[config.mk]
export PLATFORM = sky130hd
export DESIGN_NAME = apb_uart_txfifo_slave
export DESIGN_NICKNAME = d
export VERILOG_FILES = /design/src/rtl/apb_uart_txfifo_slave.sv
export SDC_FILE = /design/constraint.sdc
export NUM_CORES = 1
export LEC_CHECK = 0
export BUFFER_PORTS_ARGS = -buffer_cell sky130_fd_sc_hd__buf_2
export CAP_MARGIN = 20
export CORE_ASPECT_RATIO = 1.75
export CORE_MARGIN = 8
export CORE_UTILIZATION = 40
export DETAILED_ROUTE_END_ITERATION = 7
export GPL_ROUTABILITY_DRIVEN = 1
export HOLD_SLACK_MARGIN = 0.05
export MAX_ROUTING_LAYER = met4
export PLACE_DENSITY = 0.65
export REMOVE_ABC_BUFFERS = 1
export SLEW_MARGIN = 20
export SYNTH_ARGS = -nofsm -noshare
export SYNTH_HDL_FRONTEND = slang
export SYNTH_SLANG_ARGS = --single-unit
[constraint.sdc]
create_clock -name PCLK -period 3.96 [get_ports PCLK]
set_clock_uncertainty 0.2 [all_clocks]
set_input_delay 0.792 -clock PCLK [delete_from_list [all_inputs] [get_ports PCLK]]
set_output_delay 0.792 -clock PCLK [all_outputs]
set_load 0.01 [all_outputs]
[src/rtl/apb_uart_txfifo_slave.sv]
// ---------------------------------------------------------------------------
// apb_uart_txfifo_slave
//
// APB3 slave that collects bytes written by software into a TX FIFO and
// drains them to a UART transmitter over a valid/ready byte stream. A write
// to TXDATA while the FIFO is full is held off with PREADY wait states; if
// no space appears within WAIT_LIMIT wait cycles the write completes with
// PSLVERR, the byte is dropped and the sticky overflow flag is set.
//
// Register map (PADDR[3:2], PADDR[31:4] must be zero):
//   0 TXDATA  W   push PWDATA[7:0]
//   1 STATUS  R   [0] empty, [1] full, [2] overflow, [15:8] level
//   2 CTRL    RW  [0] tx_enable, [1] flush (write-1, self-clearing)
//   3 CLR     W   [2] write 1 to clear overflow
//
// Ports:
//   PCLK, PRESET      clock, synchronous active-high reset
//   PSEL, PENABLE,
//   PWRITE, PADDR,
//   PWDATA            APB3 request
//   PRDATA, PREADY,
//   PSLVERR           APB3 response (combinational)
//   TX_DATA, TX_VALID FIFO head byte towards the UART transmitter
//   TX_READY          transmitter accepts the head byte
// ---------------------------------------------------------------------------
module apb_uart_txfifo_slave #(
    parameter int DEPTH      = 16,
    parameter int WAIT_LIMIT = 8
) (
    input  logic        PCLK,
    input  logic        PRESET,
    input  logic        PSEL,
    input  logic        PENABLE,
    input  logic        PWRITE,
    input  logic [31:0] PADDR,
    input  logic [31:0] PWDATA,
    output logic [31:0] PRDATA,
    output logic        PREADY,
    output logic        PSLVERR,
    output logic [7:0]  TX_DATA,
    output logic        TX_VALID,
    input  logic        TX_READY
);

    localparam int AW = $clog2(DEPTH);
    localparam int LW = AW + 1;
    localparam int CW = (WAIT_LIMIT < 1) ? 1 : $clog2(WAIT_LIMIT + 1);

    localparam logic [LW-1:0] LEVEL_FULL = LW'(DEPTH);
    localparam logic [CW-1:0] WAIT_MAX   = CW'(WAIT_LIMIT);

    typedef enum logic [1:0] {
        REG_TXDATA = 2'd0,
        REG_STATUS = 2'd1,
        REG_CTRL   = 2'd2,
        REG_CLR    = 2'd3
    } reg_addr_e;

    // Registered state
    logic [7:0]    mem_q [DEPTH];
    logic [AW-1:0] wr_ptr_q,    wr_ptr_d;
    logic [AW-1:0] rd_ptr_q,    rd_ptr_d;
    logic [LW-1:0] level_q,     level_d;
    logic          tx_enable_q, tx_enable_d;
    logic          overflow_q,  overflow_d;
    logic [CW-1:0] wait_cnt_q,  wait_cnt_d;

    // Decode
    reg_addr_e reg_sel;
    logic      access;
    logic      addr_err;
    logic      empty;
    logic      full;
    logic      txdata_wr;
    logic      stall;
    logic      drop;
    logic      push;
    logic      pop;
    logic      flush;
    logic      ctrl_wr;
    logic      clr_ovf;

    // Address LSBs and upper write-data bits carry no meaning here.
    logic unused_inputs;
    assign unused_inputs = ^{PADDR[1:0], PWDATA[31:8]};

    assign reg_sel  = reg_addr_e'(PADDR[3:2]);
    // Reset abandons any in-flight transfer: it is seen as a clean
    // zero-wait completion and causes no state change.
    assign access   = PSEL && PENABLE && !PRESET;
    assign addr_err = |PADDR[31:4];
    assign empty    = (level_q == '0);
    assign full     = (level_q == LEVEL_FULL);

    assign txdata_wr = access && PWRITE && !addr_err && (reg_sel == REG_TXDATA);
    assign stall     = txdata_wr && full && (wait_cnt_q <  WAIT_MAX);
    assign drop      = txdata_wr && full && (wait_cnt_q >= WAIT_MAX);
    assign push      = txdata_wr && !full;

    assign ctrl_wr   = access && PWRITE && !addr_err && (reg_sel == REG_CTRL);
    assign flush     = ctrl_wr && PWDATA[1];
    assign clr_ovf   = access && PWRITE && !addr_err && (reg_sel == REG_CLR) && PWDATA[2];

    // Stream side
    assign TX_VALID = tx_enable_q && !empty && !PRESET;
    assign TX_DATA  = mem_q[rd_ptr_q];
    assign pop      = TX_VALID && TX_READY;

    // APB response
    assign PREADY  = !stall;
    assign PSLVERR = access && (addr_err || drop);

    // NOTE: every signal written in an always_comb block gets a default at
    // the top so that no path leaves it unassigned and infers a latch.
    always_comb begin
        PRDATA = 32'd0;
        if (access && !PWRITE && !addr_err) begin
            unique case (reg_sel)
                REG_STATUS: PRDATA = {16'd0, 8'(level_q), 5'd0, overflow_q, full, empty};
                REG_CTRL:   PRDATA = {31'd0, tx_enable_q};
                default:    PRDATA = 32'd0;
            endcase
        end
    end

    always_comb begin
        wr_ptr_d    = wr_ptr_q;
        rd_ptr_d    = rd_ptr_q;
        level_d     = level_q;
        tx_enable_d = tx_enable_q;
        overflow_d  = overflow_q;
        wait_cnt_d  = '0;

        // Count only stalled access cycles; completion, an idle bus or a
        // setup phase all return the counter to zero.
        if (stall) begin
            wait_cnt_d = wait_cnt_q + 1'b1;
        end

        if (push) begin
            wr_ptr_d = wr_ptr_q + 1'b1;
        end
        if (pop) begin
            rd_ptr_d = rd_ptr_q + 1'b1;
        end

        // Push is blocked while full, so level never exceeds DEPTH.
        unique case ({push, pop})
            2'b10:   level_d = level_q + 1'b1;
            2'b01:   level_d = level_q - 1'b1;
            default: level_d = level_q;
        endcase

        if (ctrl_wr) begin
            tx_enable_d = PWDATA[0];
        end

        // Flush overrides a same-cycle pop; a push cannot coincide because
        // both come from the single APB master.
        if (flush) begin
            rd_ptr_d = wr_ptr_q;
            level_d  = '0;
        end

        if (drop) begin
            overflow_d = 1'b1;
        end else if (clr_ovf) begin
            overflow_d = 1'b0;
        end
    end

    // NOTE: sequential state is updated with non-blocking assignments so all
    // flops sample their _d values from the same pre-edge snapshot.
    always_ff @(posedge PCLK) begin
        if (PRESET) begin
            wr_ptr_q    <= '0;
            rd_ptr_q    <= '0;
            level_q     <= '0;
            tx_enable_q <= 1'b0;
            overflow_q  <= 1'b0;
            wait_cnt_q  <= '0;
        end else begin
            wr_ptr_q    <= wr_ptr_d;
            rd_ptr_q    <= rd_ptr_d;
            level_q     <= level_d;
            tx_enable_q <= tx_enable_d;
            overflow_q  <= overflow_d;
            wait_cnt_q  <= wait_cnt_d;
        end
    end

    // NOTE: the storage array is deliberately not reset; an entry is only
    // observable after it has been written, and leaving it out of reset lets
    // it map onto plain RAM/register-file cells.
    always_ff @(posedge PCLK) begin
        if (push) begin
            mem_q[wr_ptr_q] <= PWDATA[7:0];
        end
    end

endmodule

==> reports/summary.log, run 1 <==
qor: clock_tree.number_of_gates_resized_after_cts 0
qor: floorplanning.vertical_extent_of_the_die 185 um
qor: timing.rsz0062_at_grt false
qor: floorplanning.core.rowCount 62
qor: job.maxcap_violations 0
qor: global_routing.grt.total_usage 14.3%
qor: routing.post-route-drc-count 0
qor: logic_synthesis.average_size_of_a_mapped_cell 17.1 um^2
qor: clock_tree.worstSkewPairLatency 0.41 ns
qor: power_and_ir_drop.static-leakage-power 2.68 nW
qor: routing.detailedRoute.firstPassIterationCount 5
qor: critical_path.timing.critical_path.required 2.97 ns
qor: routing.drt-initial-drc-count 195
qor: global_routing.grt_pass1_vias 3848
qor: clock_tree.cts.root.buffer_cell clkbuf_16
qor: critical_path.worstSetupStartpointType flop
qor: clock_tree.cts.reportedPaths.clkPinSlew 0.06 ns
qor: timing.slew_headroom 53.8%
qor: clock_tree.cts-hold-fix-buffers 0
qor: timing.tightest_slew 0.692 ns
qor: timing.timing.final.crit_share 82.5%
qor: logic_synthesis.postSynthCellCount 380
qor: critical_path.worst-path-max-fanout 32
qor: power_and_ir_drop.seq_power_share 49.7%
qor: floorplanning.core-area 0.0162 mm^2
qor: routing.via_per_inst 5.20
qor: routing.final_antenna_net_count 0
qor: cells_and_area.area_delta_synth_final 17.1%
qor: placed_design.io_buffer_count 62
qor: placed_design.gp_routability_congestion 0.804
qor: timing.setup_tns 0 ns
qor: outcome.outcome completed
qor: timing.timing.final.hold_violations 0
qor: routing.finalWirelength 13400 um
qor: logic_synthesis.netlist_area 0.00651 mm^2
qor: worst_hold_path.hold_path_class reg2reg
qor: cells_and_area.nets 543
qor: critical_path.critPathKind reg2out
qor: clock_tree.cts_max_level 4
qor: cells_and_area.post_route_cells_drive_above_1_share 33.2%
qor: routing.routed_wire_length_per_instance 20.3 um
qor: power_and_ir_drop.p_sw_share 19.2%
qor: timing.finalMaxSlewViolations 0
qor: global_routing.grt_start_max_net_pins 33
qor: logic_synthesis.synth_cell_type_count 43
qor: critical_path.r2r_setup_slack 0.74 ns
qor: routing.dr_total_vias 3445
qor: timing.timing.hold.ws 0.259 ns
qor: clock_tree.post-cts-setup-buffers 0
qor: power_and_ir_drop.power_frac_clock 48.4%
qor: clock_tree.clockBufferDepth 2
qor: logic_synthesis.async_reset_ff_share 0%
qor: timing.final.min_clock_period 3.27 ns
qor: power_and_ir_drop.cellPowerDensity 455 mW/mm^2
qor: global_routing.grt_pass1_wl 21200 um
qor: clock_tree.cts_tree built
qor: clock_tree.cts_inserted_buffers 17
qor: logic_synthesis.number_of_synthesized_register_bits 151
qor: global_routing.globalRoute.totalOverflow 0
qor: timing.finalSetupViolCount 0
qor: logic_synthesis.ys_seq_area_share 66.1%
qor: placed_design.place.detailed.hpwl 9370 um
qor: power_and_ir_drop.vdd_drop_max 0.246 mV
qor: logic_synthesis.ys_warn_count 0
qor: cells_and_area.antenna-diode-count 0
qor: power_and_ir_drop.net-switching-power 0.664 mW
qor: floorplanning.fp.dieArea 0.0208 mm^2
qor: global_routing.grt_antenna_before_repair 0
qor: floorplanning.top_level_ports 113
qor: timing.max_freq 0.306 GHz
qor: power_and_ir_drop.combinationalPowerShare 1.9%
qor: critical_path.worst_setup_path_end_kind output pin
qor: floorplanning.chipWidth 112 um
qor: power_and_ir_drop.cellInternalPower 2.80 mW
qor: logic_synthesis.post_synth_edffs 128
qor: critical_path.crit_arrival 2.27 ns
qor: logic_synthesis.synth_ff_type edfxtp_1
qor: floorplanning.start_util 40.2%
qor: clock_tree.cts.sink_count 151
==> final cells by class <==
class                      instances  area, um^2
clock inverter                    14         198
timing repair buffer              73         405
inverter                          15        56.3
multi-input combinational        199        1990
clock buffer                      18         429
sequential                       151        4310
tap                              192         240
fill                            1398        8590
==> worst max-delay path: stages, from the launching register on <==
cell     delay (ns)
dfxtp_2        0.34
buf_12         0.27
mux4_2         0.57
mux4_2         0.51
buf_2          0.17
==> cells in the final DEF (no fill, tap or decap), types with 5 or more instances in the layout <==
master and instances:
a21oi_1 7, and2_1 8, and3_1 14, buf_2 62, buf_4 10, clkbuf_16 17
clkinv_4 5, conb_1 24, dfxtp_1 22, edfxtp_1 128, ha_1 15, inv_1 15
mux4_2 40, nor2_1 23, nor3_1 13, nor4_2 7, xnor2_1 5
==> routing by layer <==
metal	global-route usage [%]	vias to the layer above	share of wire, %
met5	-	-	0
met2	25.6	103	56
met1	14.8	1744	40
li1	-	1587	-
met3	2.84	11	2.6
met4	6.30	0	1.4
==> logic make-up after synthesis <==
group / count (synthesis) / share of synthesized area [%]
AOI/OAI and AO/OA: 19 / 1.96
xor gates and xnor gates: 8 / 1.08
adders and majority gates: 16 / 3.19
buffers and inverters: 53 / 4.69
DFF: 151 / 66.1
muxes: 45 / 14.7
other: 1 / 0.0576
and+or+nand+nor: 87 / 8.26
==> synth_stat cells, types with 4 or more instances <==
| cell type | instances | share of area [%] |
|---|---|---|
| xnor2_1 | 5 | 0.67 |
| nor2_1 | 23 | 1.3 |
| and3_1 | 14 | 1.3 |
| clkbuf_1 | 6 | 0.35 |
| dfxtp_1 | 23 | 7.1 |
| nor3_1 | 13 | 1.0 |
| edfxtp_1 | 128 | 59 |
| nand3_1 | 4 | 0.31 |
| nor4_2 | 7 | 1.3 |
| inv_1 | 15 | 0.86 |
| and2_1 | 8 | 0.77 |
| a21oi_1 | 7 | 0.54 |
| buf_2 | 4 | 0.31 |
| buf_4 | 25 | 2.9 |
| ha_1 | 15 | 2.9 |
| a211oi_1 | 4 | 0.46 |
| nand2_1 | 4 | 0.23 |
| mux4_2 | 40 | 14 |
==> power groups by stage <==
stage	clock (mW)	combinational, mW	sequential, mW
after floorplan	0	0.0181	1.76
after global placement	0	0.0624	1.75
after detailed placement	0	0.0653	1.75
after CTS	1.70	0.0653	1.72
after global routing	1.77	0.0736	1.72
final	1.68	0.0658	1.72
==> worst paths after layout <==
check	from	to	cells past startpoint
setup / recovery	flop	TX_DATA[0]	4
setup reg to reg	level_q[1]	level_q[4]	13
hold / removal	wait_cnt_q[2]	wait_cnt_q[3]	2
hold reg to reg	wait_cnt_q[2]	wait_cnt_q[3]	2
==> flip-flops by register name (all words and copies together), names as in the netlist, named ones only <==
name / count
mem_q: 128
level_q: 5
rd_ptr_q: 4
wait_cnt_q: 4
wr_ptr_q: 4
overflow_q: 1
tx_enable_q: 1
==> through the flow <==
stage / cell area (um^2) / total power, mW / worst slack (ns) / util [%] / cells
floorplan: 6350 / 1.77 / 0.376 / - / 365
global placement: 7000 / 1.82 / 0.439 / 43.2 / 630
detailed placement: 7000 / 1.82 / 0.362 / 43.2 / 630
CTS: 7620 / 3.49 / 0.619 / 47.0 / 662
global route: 7620 / 3.57 / 0.504 / 47.0 / 662
finish: 7620 / 3.47 / 0.693 / 47.0 / 662
No activity file was read; power rests on OpenSTA's default activity.
==> run 2, diff against run 1 <==
--- a/config.mk
+++ b/config.mk
@@ -5,6 +5,7 @@
 export SDC_FILE = /design/constraint.sdc
 export NUM_CORES = 1
 export LEC_CHECK = 0
+export ABC_AREA = 1
 export BUFFER_PORTS_ARGS = -buffer_cell sky130_fd_sc_hd__buf_2
 export CAP_MARGIN = 20
 export CORE_ASPECT_RATIO = 1.75
==> constraint.sdc (replaced) <==
create_clock -name PCLK -period 3.1 [get_ports PCLK]
set_clock_uncertainty 0.2 [all_clocks]
set_input_delay 0.62 -clock PCLK [delete_from_list [all_inputs] [get_ports PCLK]]
set_output_delay 0.62 -clock PCLK [all_outputs]
set_load 0.01 [all_outputs]
==> run 2 against run 1 <==
Sequential share of layout area shrank 3.9 points. Hold slack better by 0.0016 ns. Global-route usage rose by 0.61 points. Highest routed layer unchanged. Sequential power is 28% higher. Power rose by 23%.
==> reports/summary.log, run 2 <==
qor: routing.post-route-drc-count 0
qor: clock_tree.worstSkewPairLatency 0.42 ns
qor: cells_and_area.layout.cells.most_common_list edfxtp_1 (128), inv_1 (78), buf_2 (62), nand2_1 (60), nor2_1 (59)
qor: routing.via_per_inst 4.92
qor: floorplanning.vertical_extent_of_the_die 191 um
qor: global_routing.grt_pass1_vias 4912
qor: timing.setup_slack 0.204 ns
qor: floorplanning.fp.dieArea 0.0221 mm^2
qor: routing.detailedRoute.firstPassIterationCount 5
qor: clock_tree.cts.sink_count 151
qor: critical_path.timing.critical_path.required 2.28 ns
qor: logic_synthesis.post_synth_edffs 128
qor: timing.rsz0062_at_grt false
qor: clock_tree.clockBufferDepth 2
qor: worst_hold_path.hold_path_class reg2reg
qor: global_routing.globalRoute.totalOverflow 0
qor: logic_synthesis.ys_seq_area_share 61.8%
qor: placed_design.place.detailed.hpwl 11200 um
qor: placed_design.io_buffer_count 62
qor: global_routing.grt_start_max_net_pins 33
qor: logic_synthesis.synth_top_area_cell edfxtp_1
qor: clock_tree.cts.root.buffer_cell clkbuf_16
qor: timing.finalSetupViolCount 0
qor: logic_synthesis.synth_cell_type_count 38
qor: cells_and_area.largest_register_ff_count 128
qor: power_and_ir_drop.cellPowerDensity 522 mW/mm^2
qor: timing.finalMaxSlewViolations 0
qor: timing.max_freq 0.345 GHz
qor: cells_and_area.biggestRegsByFlops mem_q (128), level_q (5)
qor: floorplanning.top_level_ports 113
qor: critical_path.regToRegStartpoint level_q[1]
qor: critical_path.worst-path-max-fanout 29
qor: power_and_ir_drop.static-leakage-power 3.07 nW
qor: clock_tree.cts_inserted_buffers 17
qor: logic_synthesis.average_size_of_a_mapped_cell 11.1 um^2
qor: floorplanning.core.rowCount 64
qor: placed_design.placedInstanceArea 0.00758 mm^2
qor: cells_and_area.post_route_cells_drive_above_1_share 19.2%
qor: power_and_ir_drop.post-layout-total-power 4.28 mW
qor: logic_synthesis.postSynthCellCount 626
qor: placed_design.dpl_worst_slack 0.0427 ns
qor: clock_tree.cts_max_level 4
qor: global_routing.grt.total_usage 14.9%
qor: routing.drt-initial-drc-count 251
qor: cells_and_area.area_delta_synth_final 17.6%
qor: cells_and_area.nets 798
qor: outcome.outcome completed
qor: routing.routed_wire_length_per_instance 15.9 um
qor: clock_tree.cts.reportedPaths.clkPinSlew 0.06 ns
qor: logic_synthesis.synth.most_common_cell edfxtp_1
qor: critical_path.worst_setup_path_end_kind output pin
qor: critical_path.critical_path.reg2reg.endpoint level_q[4]
qor: cells_and_area.fin_cells 957
qor: timing.timing.final.crit_share 93.4%
qor: floorplanning.chipWidth 116 um
qor: clock_tree.cts_tree built
qor: placed_design.gp_routability_congestion 0.848
qor: floorplanning.start_util 40.3%
qor: global_routing.grt_pass1_wl 24000 um
qor: logic_synthesis.ys_warn_count 0
qor: critical_path.cp-endpoint TX_DATA[1]
qor: global_routing.grt_antenna_before_repair 0
qor: routing.dr_total_vias 4713
qor: critical_path.critPathKind reg2out
qor: timing.timing.final.hold_violations 0
qor: routing.finalWirelength 15200 um
qor: critical_path.worstSetupStartpointType flop
qor: critical_path.r2r_setup_slack 0.38 ns
qor: logic_synthesis.number_of_synthesized_register_bits 151
qor: cells_and_area.registers.top_by_ff_count mem_q
qor: floorplanning.core-area 0.0173 mm^2
qor: placed_design.place.detailed.instances 923
qor: cells_and_area.most_common_library_cell_in_the_layout_ignoring_fill_and_taps edfxtp_1
qor: job.maxcap_violations 0
qor: logic_synthesis.synth_top_area_share 55.2%
qor: critical_path.crit_arrival 2.08 ns
qor: logic_synthesis.netlist_area 0.00697 mm^2
qor: clock_tree.cts-hold-fix-buffers 0
qor: logic_synthesis.synth_area_leaders edfxtp_1 (55%), dfxtp_1 (6.6%), mux2i_1 (4.6%)
qor: timing.final.min_clock_period 2.90 ns
qor: timing.setup_tns 0 ns
qor: logic_synthesis.yosys-top-cells-count edfxtp_1 (128), inv_1 (78), nand2_1 (60)
qor: logic_synthesis.synth_ff_type edfxtp_1
qor: routing.final_antenna_net_count 0
qor: power_and_ir_drop.vdd_drop_max 0.320 mV
qor: logic_synthesis.async_reset_ff_share 0%
qor: cells_and_area.final_design_area_no_fill 0.00819 mm^2
qor: critical_path.reg2regPathDepth 15
## run 2: changes by cell type after synthesis, moves of 31 or more
| cell | before | now |
|---|---|---|
| nor2_1 | 23 | 59 |
| o21ai_0 | 0 | 42 |
| nand2_1 | 4 | 60 |
| a21oi_1 | 7 | 47 |
| inv_1 | 15 | 78 |
| o211ai_1 | 1 | 32 |
| mux4_2 | 40 | 0 |
## run 2: how the worst min path moves through the flow
| stage | start | end | slack (ns) | cells past startpoint |
|---|---|---|---|---|
| 2_1_floorplan | wait_cnt_q[0] | wait_cnt_q[0] | 0.23 | 1 |
| 3_3_place_gp | wait_cnt_q[0] | wait_cnt_q[0] | 0.24 | 1 |
| 3_5_place_dp | wait_cnt_q[0] | wait_cnt_q[0] | 0.25 | 1 |
| 4_1_cts | wait_cnt_q[0] | wait_cnt_q[0] | 0.27 | 1 |
| 5_1_grt | wait_cnt_q[0] | wait_cnt_q[0] | 0.29 | 1 |
| 6_report | wait_cnt_q[0] | wait_cnt_q[0] | 0.26 | 1 |
## run 2: kinds of logic after synthesis
group / Yosys count / synth area share (%)
other: 1 / 0.0538
AND/OR/NAND/NOR: 164 / 10.5
flip-flops: 151 / 61.8
AO/OA/AOI/OAI: 125 / 10.2
XOR/XNOR: 9 / 1.13
buffers and inverters: 128 / 8.76
multiplexers: 32 / 4.60
adder cells (fa/ha/maj): 16 / 2.98
## run 2: report_power, final
| group | total [mW] | switching [mW] | leakage, nW | internal (mW) |
|---|---|---|---|---|
| logic | 0.103 | 0.0727 | 1.47 | 0.0305 |
| clock network | 1.97 | 0.791 | 0.268 | 1.18 |
| registers | 2.20 | 0.0000000000391 | 1.34 | 2.20 |
| total | 4.28 | 0.864 | 3.07 | 3.41 |
## run 2: stage by stage
| step | utilization (%) | hold slack [ns] |
|---|---|---|
| 3_5_place_dp | 43.8 | 0.252 |
| 5_1_grt | 47.3 | 0.285 |
| 3_3_place_gp | 43.8 | 0.239 |
| 6_report | 47.4 | 0.261 |
| 2_1_floorplan | - | 0.230 |
| 4_1_cts | 47.3 | 0.266 |
## run 2: area by class of cell
type,instances,area [um^2]
Fill cell,1642,9110
Sequential cell,151,4310
Multi-Input combinational cell,370,2140
Timing Repair Buffer,92,564
Clock buffer,17,425
Inverter,80,308
Tap cell,231,289
Clock inverter,15,155
Antenna cell,1,2.50
## run 2: layer usage
metal	vias to the layer above	global-route usage, %	share of wire, %
li1	2287	-	-
met2	145	28.1	57
met4	0	8.53	3.8
met3	41	2.76	3.2
met5	-	-	0
met1	2240	13.2	36
## run 2: worst max-delay path, cell delays in order, from the launching register on
cell	delay, ns
dfxtp_4	0.64
buf_4	0.31
mux2i_1	0.25
o211ai_1	0.11
nand3_1	0.11
nand2_1	0.07
buf_2	0.14
## run 2: what timing repair did
item	CTS	global route
endpoints found under the hold margin	0	0
setup buffers	1	0
gates cloned	0	0
setup endpoints to repair	1	1
resized for setup	0	1
==> run 3, diff against run 2 <==
--- a/config.mk
+++ b/config.mk
@@ -6,16 +6,15 @@
 export NUM_CORES = 1
 export LEC_CHECK = 0
 export ABC_AREA = 1
-export BUFFER_PORTS_ARGS = -buffer_cell sky130_fd_sc_hd__buf_2
 export CAP_MARGIN = 20
 export CORE_ASPECT_RATIO = 1.75
 export CORE_MARGIN = 8
 export CORE_UTILIZATION = 40
 export DETAILED_ROUTE_END_ITERATION = 7
+export DONT_BUFFER_PORTS = 1
 export GPL_ROUTABILITY_DRIVEN = 1
-export HOLD_SLACK_MARGIN = 0.05
 export MAX_ROUTING_LAYER = met4
-export PLACE_DENSITY = 0.65
+export PLACE_DENSITY = 0.59
 export REMOVE_ABC_BUFFERS = 1
 export SLEW_MARGIN = 20
 export SYNTH_ARGS = -nofsm -noshare
==> run 3 against run 2 <==
Utilization shrank 2.1 points. Hold slack lost 0.20 ns. Design area shrank 4.4%. Critical path depth shrank 1. Largest power group unchanged. Largest cell class unchanged.
==> reports/summary.log, run 3 (same netlist as run 2, synthesis figures left out) <==
qor: outcome.outcome completed
qor: placed_design.place.detailed.hpwl 10800 um
qor: global_routing.globalRoute.totalOverflow 0
qor: critical_path.regToRegStartpoint level_q[0]
qor: critical_path.crit_path_max_incr_delay 0.59 ns
qor: cells_and_area.post_route_cells_drive_above_1_share 10.8%
qor: critical_path.path_buf_inv 1
qor: routing.met2WireLength 8710 um
qor: cells_and_area.final_design_area_no_fill 0.00783 mm^2
qor: cells_and_area.fin_cells 891
qor: clock_tree.cts.reportedPaths.clkPinSlew 0.06 ns
qor: clock_tree.worstSkewPairLatency 0.42 ns
qor: routing.detailedRoute.firstPassIterationCount 4
qor: global_routing.grt_start_max_net_pins 37
qor: timing.final.min_clock_period 2.79 ns
qor: power_and_ir_drop.cellPowerDensity 538 mW/mm^2
qor: routing.dr_total_vias 4356
qor: global_routing.grt.total_usage 14.7%
qor: routing.finalWirelength 15100 um
qor: cells_and_area.n_fill_cell 1620
qor: cells_and_area.antenna-diode-count 0
qor: floorplanning.fp.dieArea 0.0221 mm^2
qor: cells_and_area.layout.cells.most_common_list edfxtp_1 (128), inv_1 (78), nand2_1 (60), nor2_1 (59), a21oi_1 (47)
qor: clock_tree.cts_max_level 4
qor: worst_hold_path.worst_hold_startpoint PRESET
qor: power_and_ir_drop.static-leakage-power 2.79 nW
qor: critical_path.worst-path-max-fanout 28
qor: clock_tree.cts_inserted_buffers 17
qor: critical_path.worst_setup_path_end_kind output pin
qor: timing.slew_headroom 64.7%
qor: worst_hold_path.worstHoldPathCells 1
qor: cells_and_area.registers.top_by_ff_count mem_q
qor: timing.finalMaxSlewViolations 0
qor: routing.drt-initial-drc-count 251
qor: timing.max_freq 0.359 GHz
qor: placed_design.place.detailed.instances 859
qor: critical_path.r2r_setup_slack 0.32 ns
qor: timing.finalSetupViolCount 0
qor: cells_and_area.final_core_util 45.2%
qor: routing.final_antenna_net_count 0
qor: routing.detail_route.wirelength.met1 5430 um
qor: routing.met3RoutedLength 769 um
qor: routing.post-route-drc-count 0
qor: critical_path.worstSetupStartpointType flop
qor: clock_tree.cts_tree built
qor: timing.rsz0062_at_grt false
qor: floorplanning.start_util 40.3%
qor: global_routing.grt_antenna_before_repair 0
qor: floorplanning.top_level_ports 113
qor: floorplanning.core.rowCount 64
qor: timing.tightest_slew 0.524 ns
qor: power_and_ir_drop.vdd_drop_max 0.388 mV
qor: worst_hold_path.hold_path_class in2reg
qor: clock_tree.cts.sink_count 151
qor: floorplanning.vertical_extent_of_the_die 191 um
qor: critical_path.timing.critical_path.required 2.28 ns
qor: job.maxcap_violations 0
qor: critical_path.crit_arrival 1.97 ns
qor: critical_path.reg2regPathDepth 16
qor: cells_and_area.most_common_library_cell_in_the_layout_ignoring_fill_and_taps edfxtp_1
qor: routing.routed_wire_length_per_instance 17.0 um
qor: critical_path.worstPathCellList buf_4 -> mux2i_1 -> o21ai_1 -> o211ai_1 -> nand2_1
qor: clock_tree.post-cts-setup-buffers 0
qor: placed_design.placedInstanceArea 0.00726 mm^2
qor: cells_and_area.area_delta_synth_final 12.3%
qor: routing.via_per_inst 4.89
qor: worst_hold_path.min_to wr_ptr_q[3]
qor: placed_design.io_buffer_count 0
qor: cells_and_area.largest_register_ff_count 128
qor: critical_path.worst_path_max_delay_cell dfxtp_4
qor: global_routing.grt_pass1_vias 4583
qor: cells_and_area.biggestRegsByFlops mem_q (128), level_q (5)
qor: timing.timing.final.crit_share 89.9%
qor: clock_tree.cts-hold-fix-buffers 0
qor: global_routing.grt_pass1_wl 23700 um
qor: critical_path.timing.critical_path.max_delay_family flip-flops
qor: routing.top_layer met4
qor: clock_tree.cts.root.buffer_cell clkbuf_16
qor: floorplanning.chipWidth 116 um
qor: placed_design.gp_routability_congestion 0.776
qor: critical_path.critical_path.reg2reg.endpoint level_q[4]
qor: clock_tree.clockBufferDepth 2
qor: floorplanning.core-area 0.0173 mm^2
qor: critical_path.critPathKind reg2out
qor: cells_and_area.nets 733
qor: timing.timing.final.hold_violations 0
==> run 3: cell types whose count changed in the layout (fill, tap and decap cells not counted) <==
cell,change
buf_2,-62
clkbuf_1,+2
clkinv_1,+2
inv_6,-2
buf_12,-1
buf_4,-1
buf_6,-1
clkinv_2,-1
clkinvlp_4,-1
diode_2,-1
ha_1,-1
ha_2,+1
==> run 3: per-layer routing <==
metal	up-vias	GRT usage (%)
met5	-	-
met4	0	5.37
met3	19	3.65
met2	109	27.7
met1	2077	13.9
li1	2151	-
==> run 3: worst max-delay path by stage <==
stage	cells after the start	startpoint	end
CTS	16	level_q[0]	level_q[4]
global placement	16	PADDR[28]	level_q[4]
global route	16	level_q[0]	level_q[4]
detailed placement	14	PADDR[8]	level_q[4]
floorplan	5	flop	TX_DATA[6]
finish	5	flop	TX_DATA[3]
==> run 3: timing repair <==
| item | 4_1_cts | 5_1_grt |
|---|---|---|
| hold endpoints to repair | 0 | 0 |
| gates resized for setup | 0 | 1 |
| endpoints found under the setup margin | 0 | 1 |
==> run 3: per-stage QoR <==
step	setup slack (ns)	hold slack [ns]	setup TNS [ns]	power (mW)
2_1_floorplan	-0.567	0.230	-4.41	2.28
3_3_place_gp	0.145	0.240	0	2.28
3_5_place_dp	0.0583	0.252	0	2.28
4_1_cts	0.240	0.0400	0	4.24
5_1_grt	0.0552	0.0443	0	4.32
6_report	0.314	0.0566	0	4.21
==> run 3: power by group <==
group | total [mW] | internal [mW] | switching, mW
clock | 1.97 | 1.18 | 0.791
sequential | 2.20 | 2.20 | 0.0000000000302
combinational | 0.0441 | 0.0116 | 0.0325
==> run 3: area by class of cell <==
cell class	instances	area, um^2	share of cell area (%)
Clock inverter	13	133	1.69
Multi-Input combinational cell	370	2140	27.4
Timing Repair Buffer	27	215	2.75
Inverter	80	308	3.93
Sequential cell	151	4310	55.0
Tap cell	231	289	3.69
Clock buffer	19	433	5.53
